$ cat config.mk
export PLATFORM = sky130hd
export DESIGN_NAME = arlet6502_bus_ctrl_flat
export DESIGN_NICKNAME = d
export VERILOG_FILES = /design/src/rtl/arlet6502_bus_ctrl_if.sv /design/src/rtl/arlet6502_bus_ctrl.sv /design/src/flat_wrapper.sv
export SDC_FILE = /design/constraint.sdc
export NUM_CORES = 1
export LEC_CHECK = 0
export BUFFER_PORTS_ARGS = -buffer_cell sky130_fd_sc_hd__buf_2
export CORE_ASPECT_RATIO = 0.8
export CORE_MARGIN = 2
export CORE_UTILIZATION = 47
export CTS_CLUSTER_SIZE = 20
export DETAILED_ROUTE_END_ITERATION = 8
export PLACE_DENSITY = 0.79
export SYNTH_ARGS = -nofsm -noshare
export SYNTH_HDL_FRONTEND = slang
export SYNTH_SLANG_ARGS = --single-unit
$ cat constraint.sdc
create_clock -name clk -period 2.6 [get_ports clk]
set_input_delay 0.52 -clock clk [delete_from_list [all_inputs] [get_ports clk]]
set_output_delay 0.52 -clock clk [all_outputs]
set_load 0.03 [all_outputs]
$ cat src/rtl/arlet6502_bus_ctrl_if.sv
// -----------------------------------------------------------------------------
// arlet6502_bus_ctrl_if
//   Bundles the CPU-side, memory-side and interrupt-source signals handled by
//   arlet6502_bus_ctrl.
//
//   Modports:
//     slave  - the bus controller. It takes the CPU address/data/write, the
//              memory read data, ext_rdy and the IRQ/NMI sources. It drives the
//              CPU read data, RDY/IRQ/NMI and the memory address/data/write.
//     master - the surrounding system (CPU core plus memory), with the
//              opposite directions.
//
//   Parameters: ADDR_W (address width), N_IRQ (IRQ source count).
// -----------------------------------------------------------------------------
interface arlet6502_bus_ctrl_if #(
   parameter int unsigned ADDR_W = 16,
   parameter int unsigned N_IRQ  = 8
);
   logic [ADDR_W-1:0] cpu_A;
   logic [7:0]        cpu_DO;
   logic              cpu_WE;
   logic [7:0]        cpu_DI;
   logic              cpu_RDY;
   logic              cpu_IRQ;
   logic              cpu_NMI;
   logic [ADDR_W-1:0] mem_A;
   logic [7:0]        mem_DO;
   logic              mem_WE;
   logic [7:0]        mem_DI;
   logic              ext_rdy;
   logic [N_IRQ-1:0]  irq_src;
   logic              nmi_src;

   modport slave (
      input  cpu_A, cpu_DO, cpu_WE, mem_DI, ext_rdy, irq_src, nmi_src,
      output cpu_DI, cpu_RDY, cpu_IRQ, cpu_NMI, mem_A, mem_DO, mem_WE
   );

   modport master (
      output cpu_A, cpu_DO, cpu_WE, mem_DI, ext_rdy, irq_src, nmi_src,
      input  cpu_DI, cpu_RDY, cpu_IRQ, cpu_NMI, mem_A, mem_DO, mem_WE
   );
endinterface

$ cat src/rtl/arlet6502_bus_ctrl.sv
// -----------------------------------------------------------------------------
// arlet6502_bus_ctrl
//   Bus controller between the arlet6502 core and system memory.
//   - Stalls the core (RDY low) for a programmable or fixed number of cycles on
//     accesses to the slow address window.
//   - Collects up to 8 edge-triggered IRQ sources into PEND/MASK registers that
//     are mapped into CPU space at CTRL_BASE (+0 PEND, +1 MASK, +2 WAIT, +3 zero).
//   - Registers the NMI source toward the core.
//
//   Ports:
//     clk    - CPU clock; all state changes on the rising edge
//     reset  - synchronous, active-high
//     bus    - arlet6502_bus_ctrl_if.slave (CPU bus, memory bus, ext_rdy,
//              irq_src, nmi_src)
//
//   Build option:
//     BUS_CTRL_PROG_WAIT_EN - when defined, +2 is a read/write wait-count
//     register (low 4 bits, resets to WAIT_CYCLES). When undefined, +2 reads
//     WAIT_CYCLES[3:0], ignores writes, and the count is the constant.
// -----------------------------------------------------------------------------
module arlet6502_bus_ctrl #(
   parameter int unsigned       ADDR_W      = 16,
   parameter int unsigned       N_IRQ       = 8,
   parameter int unsigned       WAIT_CYCLES = 2,
   parameter logic [ADDR_W-1:0] SLOW_BASE   = 16'hC000,
   parameter logic [ADDR_W-1:0] SLOW_MASK   = 16'hF000,
   parameter logic [ADDR_W-1:0] CTRL_BASE   = 16'hFE00
) (
   input logic                  clk,
   input logic                  reset,
   arlet6502_bus_ctrl_if.slave  bus
);

   localparam logic [3:0] WAIT_DEF = 4'(WAIT_CYCLES);

   typedef enum logic [1:0] {
      ST_IDLE = 2'd0,
      ST_WAIT = 2'd1,
      ST_DONE = 2'd2
   } state_t;

   state_t           state_q, state_d;
   logic [3:0]       cnt_q, cnt_d;
   logic [N_IRQ-1:0] pend_q, pend_d;
   logic [N_IRQ-1:0] mask_q, mask_d;
   logic [N_IRQ-1:0] irq_q;
   logic             cpu_irq_q;
   logic             nmi_q;
   logic             sel_q;
   logic [1:0]       off_q;

   logic             ctrl_hit;
   logic             slow_hit;
   logic             rdy;
   logic             ctrl_wr;
   logic [3:0]       wait_cnt;
   logic [N_IRQ-1:0] irq_rise;
   logic [7:0]       pend_rd;
   logic [7:0]       mask_rd;
   logic [7:0]       wait_rd;
   logic [7:0]       reg_rd;

   // ---------------- address decode and bus pass-through ----------------
   assign ctrl_hit = (bus.cpu_A[ADDR_W-1:2] == CTRL_BASE[ADDR_W-1:2]);
   assign slow_hit = ((bus.cpu_A & SLOW_MASK) == SLOW_BASE) && !ctrl_hit;
   assign rdy      = bus.ext_rdy && (state_q != ST_WAIT);
   assign ctrl_wr  = bus.cpu_WE && ctrl_hit && rdy;

   assign bus.cpu_RDY = rdy;
   assign bus.mem_A   = bus.cpu_A;
   assign bus.mem_DO  = bus.cpu_DO;
   // Control-block writes are absorbed here and never reach memory.
   assign bus.mem_WE  = bus.cpu_WE && !ctrl_hit && rdy;
   assign bus.cpu_IRQ = cpu_irq_q;
   assign bus.cpu_NMI = nmi_q;

   // ---------------- wait-count source ----------------
`ifdef BUS_CTRL_PROG_WAIT_EN
   logic [3:0] wait_q, wait_d;

   always_comb begin
      wait_d = wait_q;
      if (ctrl_wr && (bus.cpu_A[1:0] == 2'd2)) begin
         wait_d = bus.cpu_DO[3:0];
      end
   end

   always_ff @(posedge clk) begin
      if (reset) begin
         wait_q <= WAIT_DEF;
      end else begin
         wait_q <= wait_d;
      end
   end

   assign wait_cnt = wait_q;
`else
   assign wait_cnt = WAIT_DEF;
`endif

   // ---------------- wait-state FSM ----------------
   // A slow access seen with RDY high loads cnt = count-1, so RDY is held low
   // for exactly count cycles. DONE releases RDY for one advancing cycle before
   // the FSM can rearm, so back-to-back slow accesses each get their stall.
   always_comb begin
      state_d = state_q;
      cnt_d   = cnt_q;
      case (state_q)
         ST_IDLE: begin
            if (slow_hit && rdy && (wait_cnt != 4'd0)) begin
               state_d = ST_WAIT;
               cnt_d   = wait_cnt - 4'd1;
            end
         end
         ST_WAIT: begin
            if (cnt_q == 4'd0) begin
               state_d = ST_DONE;
            end else begin
               cnt_d = cnt_q - 4'd1;
            end
         end
         ST_DONE: begin
            // Hold DONE until the core actually advances.
            if (bus.ext_rdy) begin
               state_d = ST_IDLE;
            end
         end
         default: state_d = ST_IDLE;
      endcase
   end

   always_ff @(posedge clk) begin
      if (reset) begin
         state_q <= ST_IDLE;
         cnt_q   <= 4'd0;
      end else begin
         state_q <= state_d;
         cnt_q   <= cnt_d;
      end
   end

   // ---------------- IRQ pending / mask ----------------
   assign irq_rise = bus.irq_src & ~irq_q;

   // The new-edge OR is applied after the write-1-clear so a set always wins.
   always_comb begin
      pend_d = pend_q;
      mask_d = mask_q;
      if (ctrl_wr && (bus.cpu_A[1:0] == 2'd0)) begin
         pend_d = pend_q & ~bus.cpu_DO[N_IRQ-1:0];
      end
      if (ctrl_wr && (bus.cpu_A[1:0] == 2'd1)) begin
         mask_d = bus.cpu_DO[N_IRQ-1:0];
      end
      pend_d = pend_d | irq_rise;
   end

   always_ff @(posedge clk) begin
      if (reset) begin
         pend_q    <= '0;
         mask_q    <= '0;
         irq_q     <= '0;
         cpu_irq_q <= 1'b0;
         nmi_q     <= 1'b0;
      end else begin
         pend_q    <= pend_d;
         mask_q    <= mask_d;
         irq_q     <= bus.irq_src;
         cpu_irq_q <= |(pend_q & mask_q);
         nmi_q     <= bus.nmi_src;
      end
   end

   // ---------------- read path ----------------
   // The core samples DI one cycle after driving the address, so the register
   // select is captured on each advancing cycle and used on the next.
   always_ff @(posedge clk) begin
      if (reset) begin
         sel_q <= 1'b0;
         off_q <= 2'd0;
      end else if (rdy) begin
         sel_q <= ctrl_hit;
         off_q <= bus.cpu_A[1:0];
      end
   end

   always_comb begin
      pend_rd              = 8'd0;
      mask_rd              = 8'd0;
      wait_rd              = 8'd0;
      pend_rd[N_IRQ-1:0]   = pend_q;
      mask_rd[N_IRQ-1:0]   = mask_q;
      wait_rd[3:0]         = wait_cnt;
      case (off_q)
         2'd0:    reg_rd = pend_rd;
         2'd1:    reg_rd = mask_rd;
         2'd2:    reg_rd = wait_rd;
         default: reg_rd = 8'd0;
      endcase
   end

   assign bus.cpu_DI = sel_q ? reg_rd : bus.mem_DI;

endmodule
$ cat src/flat_wrapper.sv
// flat-port wrapper written by rule: the top's interface ports become plain ports
module arlet6502_bus_ctrl_flat 
#(
   parameter int unsigned       ADDR_W      = 16,
   parameter int unsigned       N_IRQ       = 8,
   parameter int unsigned       WAIT_CYCLES = 2,
   parameter logic [ADDR_W-1:0] SLOW_BASE   = 16'hC000,
   parameter logic [ADDR_W-1:0] SLOW_MASK   = 16'hF000,
   parameter logic [ADDR_W-1:0] CTRL_BASE   = 16'hFE00
)
  (clk, reset, bus_cpu_A, bus_cpu_DO, bus_cpu_WE, bus_mem_DI, bus_ext_rdy, bus_irq_src, bus_nmi_src, bus_cpu_DI, bus_cpu_RDY, bus_cpu_IRQ, bus_cpu_NMI, bus_mem_A, bus_mem_DO, bus_mem_WE);
  arlet6502_bus_ctrl_if #(.ADDR_W(ADDR_W), .N_IRQ(N_IRQ)) bus_i ();
  input logic clk;
  input logic reset;
  input wire logic [$bits(bus_i.cpu_A)-1:0] bus_cpu_A;
  input wire logic [$bits(bus_i.cpu_DO)-1:0] bus_cpu_DO;
  input wire logic [$bits(bus_i.cpu_WE)-1:0] bus_cpu_WE;
  input wire logic [$bits(bus_i.mem_DI)-1:0] bus_mem_DI;
  input wire logic [$bits(bus_i.ext_rdy)-1:0] bus_ext_rdy;
  input wire logic [$bits(bus_i.irq_src)-1:0] bus_irq_src;
  input wire logic [$bits(bus_i.nmi_src)-1:0] bus_nmi_src;
  output wire logic [$bits(bus_i.cpu_DI)-1:0] bus_cpu_DI;
  output wire logic [$bits(bus_i.cpu_RDY)-1:0] bus_cpu_RDY;
  output wire logic [$bits(bus_i.cpu_IRQ)-1:0] bus_cpu_IRQ;
  output wire logic [$bits(bus_i.cpu_NMI)-1:0] bus_cpu_NMI;
  output wire logic [$bits(bus_i.mem_A)-1:0] bus_mem_A;
  output wire logic [$bits(bus_i.mem_DO)-1:0] bus_mem_DO;
  output wire logic [$bits(bus_i.mem_WE)-1:0] bus_mem_WE;
  assign bus_i.cpu_A = bus_cpu_A;
  assign bus_i.cpu_DO = bus_cpu_DO;
  assign bus_i.cpu_WE = bus_cpu_WE;
  assign bus_i.mem_DI = bus_mem_DI;
  assign bus_i.ext_rdy = bus_ext_rdy;
  assign bus_i.irq_src = bus_irq_src;
  assign bus_i.nmi_src = bus_nmi_src;
  assign bus_cpu_DI = bus_i.cpu_DI;
  assign bus_cpu_RDY = bus_i.cpu_RDY;
  assign bus_cpu_IRQ = bus_i.cpu_IRQ;
  assign bus_cpu_NMI = bus_i.cpu_NMI;
  assign bus_mem_A = bus_i.mem_A;
  assign bus_mem_DO = bus_i.mem_DO;
  assign bus_mem_WE = bus_i.mem_WE;
  arlet6502_bus_ctrl #(.ADDR_W(ADDR_W), .N_IRQ(N_IRQ), .WAIT_CYCLES(WAIT_CYCLES), .SLOW_BASE(SLOW_BASE), .SLOW_MASK(SLOW_MASK), .CTRL_BASE(CTRL_BASE)) u_core (.clk(clk), .reset(reset), .bus(bus_i));
endmodule
Word level (Yosys, flattened, before mapping). Index checks and enable logic that the tools add are counted.

Multiply operators: 0. Div/mod/pow operators: 0. Reductions and logical operators: 18. $add $sub $neg: 1. Magnitude comparators: 0. Equal/unequal tests: 12. Muxes and demuxes: 10. Shifts and indexed selects: 0. Bitwise gates (word level): 6.

Operators with widths (count): $and 8x8->8 (3); $pmux 8 s3 (1); $mux 8 (2); $not 8->8 (2); $eq 14x14->1 const B (1); $logic_and 1x1->1 (9); $mux 4 (2); $or 8x8->8 (1); $pmux 4 s2 (1); $reduce_or 8->1 (1); $eq 2x1->1 const B (3); $logic_not 2->1 (3); $mux 2 (3); $ne 2x1->1 const B (3); $pmux 2 s3 (1); $reduce_and 3->1 (2); $eq 2x2->1 const B (2); $eq 4x4->1 const B (1); $logic_not 4->1 (1); $ne 2x2->1 const B (2); $sub 4x1->4 const B (1); $reduce_bool 2->1 (1); $logic_not 1->1 (1).

Flip-flop bits (word level): 35. Output and inout port bits: 36. Latch bits: 0. Memories: 0. RAM bits: 0. Logic and storage cells: 56. Input bits: 45. ROM bits: 0.

Longest topological paths before layout. Gate-level depths: netlist of the first run.

Depth after elaboration: 6. Depth in mapped cells: 6. Depth with buffers taken out: 6.

Worst setup path before layout of the first run. Ideal clock, no wire load.

Path type: input to output. Start point: input bus_cpu_A[3]. End point: output bus_mem_WE. Path buffers: 0. Required time: 2080 ps. Stages: 3. Arrival time: 1642 ps. Path slack: 438 ps. Cell sequence: or4b_4 > or2_4 > o211a_1.

Word-level cells in the longest chain between the ends: 4.

RTL lines: from (decl) (line flat_wrapper.sv:15) `input wire logic [$bits(bus_i.cpu_A)-1:0] bus_cpu_A;`; $eq 14x14->1 (line arlet6502_bus_ctrl.sv:64) `assign ctrl_hit = (bus.cpu_A[ADDR_W-1:2] == CTRL_BASE[ADDR_W-1:2]);`; $logic_not 1->1 (line arlet6502_bus_ctrl.sv:73) `assign bus.mem_WE = bus.cpu_WE && !ctrl_hit && rdy;`; $logic_and 1x1->1 (2 in a row) (line arlet6502_bus_ctrl.sv:73); to (decl) (line flat_wrapper.sv:28) `output wire logic [$bits(bus_i.mem_WE)-1:0] bus_mem_WE;`.

Every way passes these cells.

Worst setup path after layout of the first run. Ends and elaborated chain as after synthesis.

==> results of run 1 <==
-- sequential cells by signal, summed over array words and instances, names as in the netlist --
| register | cells |
|---|---|
| u_core.pend_q | 8 |
| u_core.bus.cpu_IRQ | 1 |
| u_core.sel_q | 1 |
| u_core.bus.cpu_NMI | 1 |
| u_core.cnt_q | 4 |
| u_core.mask_q | 8 |
| u_core.irq_q | 8 |
| u_core.off_q | 2 |
| u_core.state_q | 2 |
-- per-layer routing --
layer	vias to the layer above	wire (um)	GRT usage
met4	0	77	0.0740
met1	790	2030	0.267
met2	71	1890	0.305
met5	-	0	0
met3	7	323	0.0664
li1	873	-	-
-- logic make-up after synthesis --
group / after synthesis
AND/OR/NAND/NOR: 70
AO/OA/AOI/OAI: 54
buffers and inverters: 49
flip-flops: 35
multiplexers: 7
adder cells (fa/ha/maj): 2
-- final cells by class --
cell class | instances | area [um2] | area share
Sequential cell | 35 | 701 | 0.314
Clock buffer | 7 | 96.3 | 0.0432
Inverter | 14 | 52.6 | 0.0236
Timing Repair Buffer | 81 | 408 | 0.183
Tap cell | 55 | 68.8 | 0.0309
Clock inverter | 1 | 7.51 | 0.00337
Multi-Input combinational cell | 133 | 896 | 0.402
-- final timing paths --
kind | to | slack, ns | start
max | bus_mem_WE | 0.23 | bus_cpu_A[3]
min | u_core.bus.cpu_NMI$_SDFF_PP0_ | 0.44 | bus_nmi_src
max reg2reg | u_core.pend_q[3]$_SDFF_PP0_ | 0.83 | u_core.state_q[1]$_SDFFE_PP0P_
min reg2reg | u_core.mask_q[4]$_SDFFE_PP0P_ | 0.49 | u_core.mask_q[4]$_SDFFE_PP0P_
-- metrics by stage --
| step | setup WS (ns) | power (W) | util | instance area, um2 |
|---|---|---|---|---|
| floorplan | 0.438 | 0.000728 | - | 1870 |
| global placement | 0.243 | 0.000780 | 0.559 | 2130 |
| detailed placement | 0.228 | 0.000783 | 0.559 | 2130 |
| CTS | 0.229 | 0.00122 | 0.586 | 2230 |
| global route | 0.201 | 0.00126 | 0.586 | 2230 |
| finish | 0.235 | 0.00121 | 0.586 | 2230 |
-- power groups by stage --
| stage | clock, W | sequential [W] | combinational [W] |
|---|---|---|---|
| 2_1_floorplan | 0 | 0.000577 | 0.000152 |
| 3_3_place_gp | 0 | 0.000582 | 0.000198 |
| 3_5_place_dp | 0 | 0.000582 | 0.000201 |
| 4_1_cts | 0.000450 | 0.000570 | 0.000202 |
| 5_1_grt | 0.000474 | 0.000572 | 0.000217 |
| 6_report | 0.000441 | 0.000570 | 0.000201 |
-- placed cells by master (no fill, tap or decap), drive strengths merged, types with 2 or more instances in the layout --
cell,Yosys,routed
buf,26,81
nand2,5,5
o21ai,4,4
a21oi,17,17
o31ai,8,8
and3,2,2
ha,2,2
nor4,3,3
mux2i,7,7
nand4,9,9
inv,14,14
nor2b,18,18
nor3,5,5
nor2,7,7
a22oi,5,5
nand3,3,3
dfxtp,35,35
or3,2,2
nand2b,11,11
a311oi,8,8
o22ai,7,7
clkbuf,9,7
==> qor.log, run 1 <==
INFO  run_status     outcome=complete, no violations
INFO  cells_and_area area_growth=19.1%
INFO  setup_path     critPathMaxFanout=3
INFO  setup_path     timing_worst_setup_path_type=in2out
INFO  timing         rsz0062_at_grt=no
INFO  power_and_ir_drop power.combinational.fraction=0.166
INFO  synthesis      synth.top_cell.area_share=0.374
INFO  synthesis      synth-simple-area-share=0.235
INFO  die            fp.dieH=60.4um
INFO  setup_path     crit_path_end_kind=output pin
INFO  placement      routabilityCongestion=0.826
INFO  routing        drt_first_pass_iters=4
INFO  power_and_ir_drop cell_int_power=0.000872W
INFO  timing         final_min_period_over_clock_period=0.910
INFO  die            num_io_pins=81
INFO  synthesis      synth-warning-count=0
INFO  synthesis      synth_nets=264
INFO  cells_and_area finalNonFillerCells=326
INFO  setup_path     worstPathCellList=buf_2, or4b_4, or2_4, o211a_1, buf_2
INFO  synthesis      post_synth_main_area_contributors=sky130_fd_sc_hd__dfxtp_1 37%, sky130_fd_sc_hd__buf_4 9.6%, sky130_fd_sc_hd__nor2b_1 6.0%, sky130_fd_sc_hd__a21oi_1 4.5%, sky130_fd_sc_hd__a311oi_1 3.7%
INFO  global_routing grt.total_usage=0.200
INFO  timing         post-route-min-period=2.37ns
INFO  setup_path     worstSetupStartpointType=input port
INFO  routing        wirelength=4320um
INFO  clock_network  clk-insertion-delay-late=0.29ns
INFO  global_routing first_global_vias=1,461
INFO  timing         achievable-frequency=423MHz
INFO  setup_path     worst_path_most_repeated_cell=sky130_fd_sc_hd__buf_2
INFO  die            floorplan.core_area=0.00380mm2
INFO  synthesis      post_synth_xor_area_fraction=0
INFO  die            die_width=74.6um
INFO  setup_path     critical_path_arrival=1.85ns
INFO  routing        viasPerCell=5.34
INFO  timing         timing.final.max_slew_violations=0
INFO  routing        route.vias.total=1,741
INFO  setup_path     cp.required=2.08ns
INFO  placement      detailed_placement_wirelength_estimate=3180um
INFO  power_and_ir_drop switching_share=0.281
INFO  hold_path      hold_path_depth=2
INFO  synthesis      yosys.area.top_type=sky130_fd_sc_hd__dfxtp_1
INFO  routing        drcViolationCount=0
INFO  power_and_ir_drop power.net_switching=0.000341W
INFO  synthesis      post_synth_instance_area=0.00187mm2
INFO  routing        wire_per_inst=13.2um
INFO  global_routing grt_start_max_net_pins=36
INFO  power_and_ir_drop ir_drop=362uV
INFO  cells_and_area layout-drive-gt1-share=0.351
INFO  clock_network  clock_tree_from_tritoncts=done
INFO  synthesis      ys_dominant_reg_cell=sky130_fd_sc_hd__dfxtp_1
INFO  synthesis      synth.area.mux_share=0.0374
INFO  synthesis      yosysSeqAreaShare=0.374
INFO  synthesis      ys_seq_elements=35
INFO  synthesis      main_combinational_cell_family_by_area_after_synthesis=simple AND/OR/NAND/NOR gates
INFO  clock_network  cts_num_sinks=35
INFO  power_and_ir_drop power_leakage=0.930nW
INFO  setup_path     critPathMaxStageDelay=0.56ns
INFO  power_and_ir_drop power.sequential.fraction=0.470
INFO  clock_network  cts_inserted_buffers=5
INFO  placement      dp.cells=318
INFO  power_and_ir_drop power_per_cell_area=544mW/mm2
INFO  cells_and_area final_net_count=317
INFO  cells_and_area antenna_cells=0
INFO  clock_network  clock_tree.htree_level_count=2
INFO  timing         tightestPinTransition=0.804ns
INFO  synthesis      async_reset_ff_frac=0
INFO  clock_network  post_cts_setup_buffers=0
INFO  synthesis      yosysMostFrequentCell=sky130_fd_sc_hd__dfxtp_1
INFO  synthesis      yosys.cell_types.count=38
INFO  setup_path     worst-path-buf-inv=2
INFO  power_and_ir_drop pwr-share-clk=0.364
INFO  global_routing overflow=0
INFO  timing         timing.final.setup_violations=0
INFO  routing        antenna_left=0
INFO  synthesis      netlist_instances=217
INFO  setup_path     crit_cells=5
INFO  clock_network  post_cts_resize_count=0
INFO  timing         final.setup_skew=0.00549ns
INFO  setup_path     ff2ff_path_depth=4
INFO  timing         finalHoldWorstSlack=0.437ns
INFO  run            maxCapViolCount=0
INFO  clock_network  clk_root_buffer_cell=sky130_fd_sc_hd__clkbuf_8
INFO  clock_network  cts-root-to-sink-buffers=2
INFO  cells_and_area fillerInstances=360
INFO  global_routing grt_first_pass_wirelength=6660um
INFO  die            row_count=20
INFO  placement      numPortBuffers=80
INFO  synthesis      number_of_enable_type_register_cells_in_the_synthesized_netlist=0
INFO  timing         finalHoldViolations=0
INFO  die            floorplan.die_area=0.00451mm2
INFO  routing        drt_iter0_drc=133
INFO  hold_path      hold_path_class=in2reg
INFO  clock_network  clkTransAtPathRegs=0.07ns
INFO  setup_path     critical-path-top-delay-family=simple AND/OR/NAND/NOR gates
INFO  global_routing grt_antenna_before_repair=0
INFO  die            start_util=0.492
INFO  synthesis      synth-adder-area-share=0.0134
INFO  timing         timing.setup.tns=0ns
INFO  setup_path     worst_path_max_delay_cell=sky130_fd_sc_hd__or4b_4
INFO  synthesis      synth_common_cells=35 x sky130_fd_sc_hd__dfxtp_1, 24 x sky130_fd_sc_hd__buf_4, 18 x sky130_fd_sc_hd__nor2b_1
INFO  timing         slew_headroom=0.463
INFO  synthesis      synth-compound-area-share=0.193
INFO  synthesis      avgSynthCellArea=8.63um2
INFO  clock_network  cts_hold_buf=0
Note: power is estimated with default switching activity, not from simulation.
==> run 2, diff against run 1 <==
ABC_AREA = 1   (was not set)
CORE_UTILIZATION = 48   (was 47)
PLACE_DENSITY = not set   (was 0.79)
PLACE_DENSITY_LB_ADDON = 0.3   (was not set)
==> qor.log, run 2 <==
INFO  run_status     outcome=complete, no violations
INFO  synthesis      synth_common_cells=62 x sky130_fd_sc_hd__nand2_1, 55 x sky130_fd_sc_hd__nor2_1, 49 x sky130_fd_sc_hd__inv_1
INFO  clock_network  clock_tree.htree_level_count=2
INFO  cells_and_area layout.cells.most_common=sky130_fd_sc_hd__buf_2
INFO  synthesis      synth_nets=334
INFO  synthesis      post_synth_main_area_contributors=sky130_fd_sc_hd__dfxtp_1 36%, sky130_fd_sc_hd__nand2_1 12%, sky130_fd_sc_hd__nor2_1 11%, sky130_fd_sc_hd__inv_1 9.4%, sky130_fd_sc_hd__buf_4 9.2%
INFO  global_routing grt_antenna_before_repair=0
INFO  routing        wire_per_inst=11.0um
INFO  clock_network  clkTransAtPathRegs=0.07ns
INFO  cells_and_area fillerInstances=384
INFO  timing         post-route-min-period=2.06ns
INFO  synthesis      synth-warning-count=0
INFO  cells_and_area mostFrequentLayoutCells=80 x sky130_fd_sc_hd__buf_2, 62 x sky130_fd_sc_hd__nand2_1, 55 x sky130_fd_sc_hd__nor2_1
INFO  setup_path     cp.required=2.08ns
INFO  placement      place_area=0.00222mm2
INFO  die            num_io_pins=81
INFO  setup_path     worstSetupStartpointType=register
INFO  synthesis      yosysSeqAreaShare=0.357
INFO  clock_network  cts_hold_buf=0
INFO  synthesis      netlist_instances=287
INFO  setup_path     crit_path_end_kind=output pin
INFO  global_routing grt_first_pass_wirelength=6850um
INFO  setup_path     timing_worst_setup_path_type=reg2out
INFO  clock_network  cts_num_sinks=35
INFO  timing         achievable-frequency=485MHz
INFO  cells_and_area layout.cell_area.non_filler=0.00234mm2
INFO  timing         timing.final.setup_violations=0
INFO  timing         final_min_period_over_clock_period=0.793
INFO  clock_network  clk_root_buffer_cell=sky130_fd_sc_hd__clkbuf_8
INFO  hold_path      hold_path_class=in2reg
INFO  die            fp.dieH=61.2um
INFO  clock_network  cts-root-to-sink-buffers=2
INFO  die            die_width=75.5um
INFO  global_routing first_global_vias=1,620
INFO  routing        viasPerCell=4.65
INFO  synthesis      yosysMostFrequentCell=sky130_fd_sc_hd__nand2_1
INFO  routing        drt_first_pass_iters=4
INFO  power_and_ir_drop power_leakage=1.28nW
INFO  synthesis      ys_dominant_reg_cell=sky130_fd_sc_hd__dfxtp_1
INFO  routing        wirelength=4400um
INFO  synthesis      post_synth_instance_area=0.00196mm2
INFO  die            start_util=0.509
INFO  die            floorplan.core_area=0.00385mm2
INFO  power_and_ir_drop p_total=0.00133W
INFO  cells_and_area final_net_count=392
INFO  routing        drt_iter0_drc=115
INFO  clock_network  post_cts_resize_count=0
INFO  clock_network  clk-insertion-delay-late=0.29ns
INFO  routing        antenna_left=0
INFO  clock_network  clock_tree_from_tritoncts=done
INFO  setup_path     ff2ff_path_depth=8
INFO  placement      detailed_placement_wirelength_estimate=3310um
INFO  clock_network  post_cts_setup_buffers=0
INFO  power_and_ir_drop power_per_cell_area=568mW/mm2
INFO  placement      routabilityCongestion=0.831
INFO  routing        route.vias.total=1,866
INFO  global_routing grt.total_usage=0.202
INFO  timing         tightestPinTransition=0.638ns
INFO  synthesis      avgSynthCellArea=6.84um2
INFO  cells_and_area antenna_cells=0
INFO  power_and_ir_drop ir_drop=305uV
INFO  die            floorplan.die_area=0.00462mm2
INFO  global_routing overflow=0
INFO  timing         timing.final.max_slew_violations=0
INFO  synthesis      yosys.area.top_type=sky130_fd_sc_hd__dfxtp_1
INFO  timing         final.setup_skew=0.00678ns
INFO  cells_and_area area_growth=19.1%
INFO  clock_network  cts_inserted_buffers=5
INFO  timing         rsz0062_at_grt=no
INFO  synthesis      yosys.cell_types.count=26
INFO  synthesis      async_reset_ff_frac=0
INFO  global_routing grt_start_max_net_pins=21
INFO  synthesis      synth.top_cell.area_share=0.357
INFO  timing         timing.setup.tns=0ns
INFO  synthesis      number_of_enable_type_register_cells_in_the_synthesized_netlist=0
INFO  routing        drcViolationCount=0
INFO  placement      numPortBuffers=80
INFO  hold_path      hold_path_depth=3
INFO  run            maxCapViolCount=0
INFO  timing         finalHoldViolations=0
INFO  setup_path     critical_path_arrival=1.54ns
INFO  cells_and_area biggestRegsByFlops=u_core.irq_q (8), u_core.mask_q (8), u_core.pend_q (8)
INFO  timing         slew_headroom=0.573
INFO  setup_path     critPathMaxFanout=8
INFO  die            row_count=20
INFO  cells_and_area layout-drive-gt1-share=0.295
INFO  synthesis      ys_seq_elements=35
==> run 2: cell types whose count changed after synthesis, sizes merged, moves of 5 or more <==
cell,change
nor2,+50
inv,+36
nand2b,-11
nand2,+59
a21oi,-12
a22oi,-5
a311oi,-8
mux2,+6
clkbuf,-5
nor2b,-18
o31ai,-8
mux2i,-7
==> run 2: worst paths after layout <==
kind	startpoint	endpoint	slack [ns]
setup / recovery	u_core.off_q[1]$_SDFFE_PP0P_	bus_cpu_DI[2]	0.54
hold / removal	bus_nmi_src	u_core.bus.cpu_NMI$_SDFF_PP0_	0.43
setup reg to reg	u_core.state_q[1]$_SDFFE_PP0P_	u_core.mask_q[3]$_SDFFE_PP0P_	1.15
hold reg to reg	u_core.irq_q[3]$_SDFF_PP0_	u_core.pend_q[3]$_SDFF_PP0_	0.45
==> run 2: cell families after synthesis <==
group	after synthesis	share of synthesized area
AND/OR/NAND/NOR	141	0.314
buffers and inverters	80	0.208
flip-flops	35	0.357
AO/OA/AOI/OAI	23	0.0739
multiplexers	6	0.0344
adder cells (fa/ha/maj)	2	0.0127
==> run 2: through the flow <==
step           instances  worst slack, ns   util  hold WS [ns]
2_1_floorplan        287            0.631      -         0.429
3_3_place_gp         393            0.829  0.576         0.436
3_5_place_dp         393            0.813  0.576         0.445
4_1_cts              401            0.544  0.606         0.427
5_1_grt              401            0.463  0.606         0.446
6_report             401            0.538  0.606         0.427
==> run 2: power breakdown <==
part | total [W] | switching, W | internal, W
Clock | 0.000509 | 0.000199 | 0.000310
Sequential | 0.000576 | 0.0000155 | 0.000561
Combinational | 0.000243 | 0.000160 | 0.0000832
==> run 2: cell type report <==
| cell class | count | area (um2) | area share |
|---|---|---|---|
| Multi-Input combinational cell | 172 | 855 | 0.366 |
| Sequential cell | 35 | 701 | 0.300 |
| Timing Repair Buffer | 81 | 408 | 0.175 |
| Inverter | 50 | 188 | 0.0803 |
| Clock buffer | 6 | 82.6 | 0.0353 |
| Tap cell | 55 | 68.8 | 0.0294 |
| Clock inverter | 2 | 35.0 | 0.0150 |
==> run 2: metal layers <==
layer	global-route usage	wire length, um	part of all wire	up-vias
li1	-	-	-	982
met1	0.258	2020	0.46	783
met2	0.317	1900	0.43	92
met3	0.0507	402	0.091	9
met4	0.110	71	0.016	0
met5	0	0	0	-
==> run 2: worst max-delay path, stage by stage (launching register included) <==
cell and delay, ns:
sky130_fd_sc_hd__dfxtp_1 0.34, sky130_fd_sc_hd__inv_1 0.06, sky130_fd_sc_hd__nand2_1 0.26, sky130_fd_sc_hd__o22ai_1 0.15, sky130_fd_sc_hd__mux2_2 0.27, sky130_fd_sc_hd__buf_2 0.17
==> run 3, diff against run 2 <==
CORE_UTILIZATION = 43   (was 48)
clock period = 1.8 ns   (was 2.6 ns; I/O delays follow)
==> qor.log, run 3 (same netlist as run 2, synthesis figures left out) <==
INFO  power_and_ir_drop pwr-share-clk=0.380
INFO  global_routing grt_start_max_net_pins=20
INFO  power_and_ir_drop power_leakage=1.30nW
INFO  setup_path     ff2ff_path_depth=9
INFO  hold_path      min_from=bus_nmi_src
INFO  setup_path     regToRegStartpoint=u_core.state_q[0]$_SDFFE_PP0P_
INFO  setup_path     worstPathCellList=or2_4, o221ai_1, o21a_1, buf_4
INFO  die            die_width=79.5um
INFO  hold_path      hold_path_depth=3
INFO  power_and_ir_drop cell_int_power=0.00139W
INFO  power_and_ir_drop ir_drop=431uV
INFO  cells_and_area layout.cells.most_common=sky130_fd_sc_hd__buf_2
INFO  power_and_ir_drop switching_share=0.284
INFO  clock_network  cts_hold_buf=0
INFO  cells_and_area antenna_cells=0
INFO  timing         final.setup_skew=0.00343ns
INFO  power_and_ir_drop power.net_switching=0.000553W
INFO  clock_network  cts_inserted_buffers=5
INFO  routing        antenna_left=0
INFO  global_routing grt_antenna_before_repair=0
INFO  clock_network  clkTransAtPathRegs=0.07ns
INFO  cells_and_area area.sequential=707um2
INFO  cells_and_area mostFrequentLayoutCells=73 x sky130_fd_sc_hd__buf_2, 61 x sky130_fd_sc_hd__nand2_1, 55 x sky130_fd_sc_hd__nor2_1
INFO  clock_network  clk_root_buffer_cell=sky130_fd_sc_hd__clkbuf_8
INFO  setup_path     reg2reg_to=u_core.cnt_q[0]$_SDFFE_PP0P_
INFO  clock_network  clk-insertion-delay-late=0.30ns
INFO  cells_and_area post-route-util=0.563
INFO  routing        route.vias.total=1,835
INFO  placement      routabilityCongestion=0.803
INFO  timing         post-route-min-period=1.76ns
INFO  routing        drcViolationCount=0
INFO  clock_network  cts_num_sinks=35
INFO  setup_path     timing_worst_setup_path_type=reg2out
INFO  die            fp.dieH=64.4um
INFO  setup_path     critPathMaxFanout=7
INFO  timing         timing.final.setup_violations=0
INFO  routing        wire_per_inst=11.1um
INFO  global_routing grt.total_usage=0.177
INFO  setup_path     worst-path-buf-inv=1
INFO  timing         slew_headroom=0.667
INFO  timing         rsz0062_at_grt=yes
INFO  cells_and_area footprint_of_the_multi_input_gates=883um2
INFO  global_routing overflow=0
INFO  placement      numPortBuffers=80
INFO  timing         timing.setup.tns=0ns
INFO  setup_path     worst_path_max_delay_cell=sky130_fd_sc_hd__dfxtp_4
INFO  timing         final_min_period_over_clock_period=0.980
INFO  timing         timing.final.max_slew_violations=0
INFO  power_and_ir_drop power.combinational.fraction=0.192
INFO  setup_path     critPathMaxStageDelay=0.36ns
INFO  die            floorplan.core_area=0.00428mm2
INFO  cells_and_area fillerInstances=424
INFO  hold_path      hold_end=u_core.bus.cpu_NMI$_SDFF_PP0_
INFO  setup_path     critical-path-top-delay-family=flip-flops
INFO  routing        drt_first_pass_iters=4
INFO  setup_path     worstSetupStartpointType=register
INFO  cells_and_area finalNonFillerCells=405
INFO  run_status     outcome=complete, no violations
INFO  routing        viasPerCell=4.53
INFO  routing        wirelength=4490um
INFO  setup_path     crit_path_end_kind=output pin
INFO  run            maxCapViolCount=0
INFO  clock_network  cts-root-to-sink-buffers=2
INFO  hold_path      hold_path_class=in2reg
INFO  die            floorplan.die_area=0.00513mm2
INFO  power_and_ir_drop power.sequential.fraction=0.428
INFO  timing         tightestPinTransition=0.499ns
INFO  cells_and_area biggestRegsByFlops=u_core.irq_q (8), u_core.mask_q (8), u_core.pend_q (8)
INFO  global_routing first_global_vias=1,558
INFO  cells_and_area layout-drive-gt1-share=0.319
INFO  die            num_io_pins=81
INFO  clock_network  clock_tree_from_tritoncts=done
INFO  routing        drt_iter0_drc=77
INFO  placement      detailed_placement_wirelength_estimate=3330um
INFO  setup_path     critical_path_arrival=1.40ns
INFO  cells_and_area area_growth=22.8%
INFO  die            row_count=21
INFO  cells_and_area final_net_count=394
INFO  die            start_util=0.458
INFO  clock_network  clock_tree.htree_level_count=2
INFO  power_and_ir_drop power_per_cell_area=808mW/mm2
INFO  setup_path     cp.required=1.44ns
INFO  global_routing grt_first_pass_wirelength=6930um
INFO  setup_path     reg2reg_setup_slack=0.40ns
INFO  timing         achievable-frequency=567MHz
INFO  placement      dp.cells=397
INFO  timing         finalHoldViolations=0
INFO  clock_network  post_cts_setup_buffers=0
[run 3: area by class of cell]
| cell class | count | area share |
|---|---|---|
| Multi-Input combinational cell | 172 | 0.366 |
| Clock buffer | 6 | 0.0343 |
| Sequential cell | 35 | 0.293 |
| Timing Repair Buffer | 83 | 0.184 |
| Clock inverter | 2 | 0.0145 |
| Tap cell | 57 | 0.0296 |
| Inverter | 50 | 0.0778 |
[run 3: worst max-delay path by stage]
stage,to,cells past startpoint,start
final,bus_cpu_DI[6],4,u_core.off_q[0]$_SDFFE_PP0P_
after global placement,bus_cpu_DI[6],4,u_core.off_q[0]$_SDFFE_PP0P_
after detailed placement,bus_cpu_DI[5],4,u_core.off_q[0]$_SDFFE_PP0P_
after global routing,bus_cpu_DI[6],4,u_core.off_q[0]$_SDFFE_PP0P_
after CTS,bus_cpu_DI[5],5,u_core.off_q[1]$_SDFFE_PP0P_
after floorplan,bus_mem_WE,5,bus_cpu_A[14]
[run 3: power groups by stage]
| stage | registers (W) | logic, W | clock network [W] |
|---|---|---|---|
| 5_1_grt | 0.000837 | 0.000408 | 0.000782 |
| 3_5_place_dp | 0.000849 | 0.000357 | 0 |
| 3_3_place_gp | 0.000848 | 0.000354 | 0 |
| 2_1_floorplan | 0.000843 | 0.000269 | 0 |
| 6_report | 0.000834 | 0.000374 | 0.000740 |
| 4_1_cts | 0.000832 | 0.000363 | 0.000756 |
[run 3: per-layer routing]
metal,share of wire,track usage,wire [um],vias to the layer above
met2,0.42,0.279,1860,75
met5,0,0,0,-
li1,-,-,-,977
met4,0.010,0.0776,45,0
met1,0.49,0.229,2180,777
met3,0.088,0.0432,393,6
[run 3: what timing repair did]
| item | in CTS | in global routing |
|---|---|---|
| pin swaps | 0 | 1 |
| gates resized for setup | 5 | 14 |
| setup endpoints to repair | 8 | 9 |
[run 3: worst register-to-register path, stage by stage (launching register included)]
cell                      delay, ns
sky130_fd_sc_hd__dfxtp_1       0.46
sky130_fd_sc_hd__nand2_4       0.10
sky130_fd_sc_hd__nand2_4       0.12
sky130_fd_sc_hd__inv_1         0.10
sky130_fd_sc_hd__nand3_1       0.09
sky130_fd_sc_hd__nand2_1       0.13
sky130_fd_sc_hd__inv_1         0.13
sky130_fd_sc_hd__nand2_1       0.06
sky130_fd_sc_hd__nand3_1       0.06
sky130_fd_sc_hd__inv_1         0.04
[run 3: metrics by stage]
step | power, W | hold WS [ns] | worst slack (ns) | instance area, um2
2_1_floorplan | 0.00111 | 0.429 | 0.151 | 1960
3_3_place_gp | 0.00120 | 0.435 | 0.256 | 2240
3_5_place_dp | 0.00121 | 0.438 | 0.219 | 2240
4_1_cts | 0.00195 | 0.257 | -0.00193 | 2370
5_1_grt | 0.00203 | 0.285 | -0.00567 | 2410
6_report | 0.00195 | 0.261 | 0.0367 | 2410
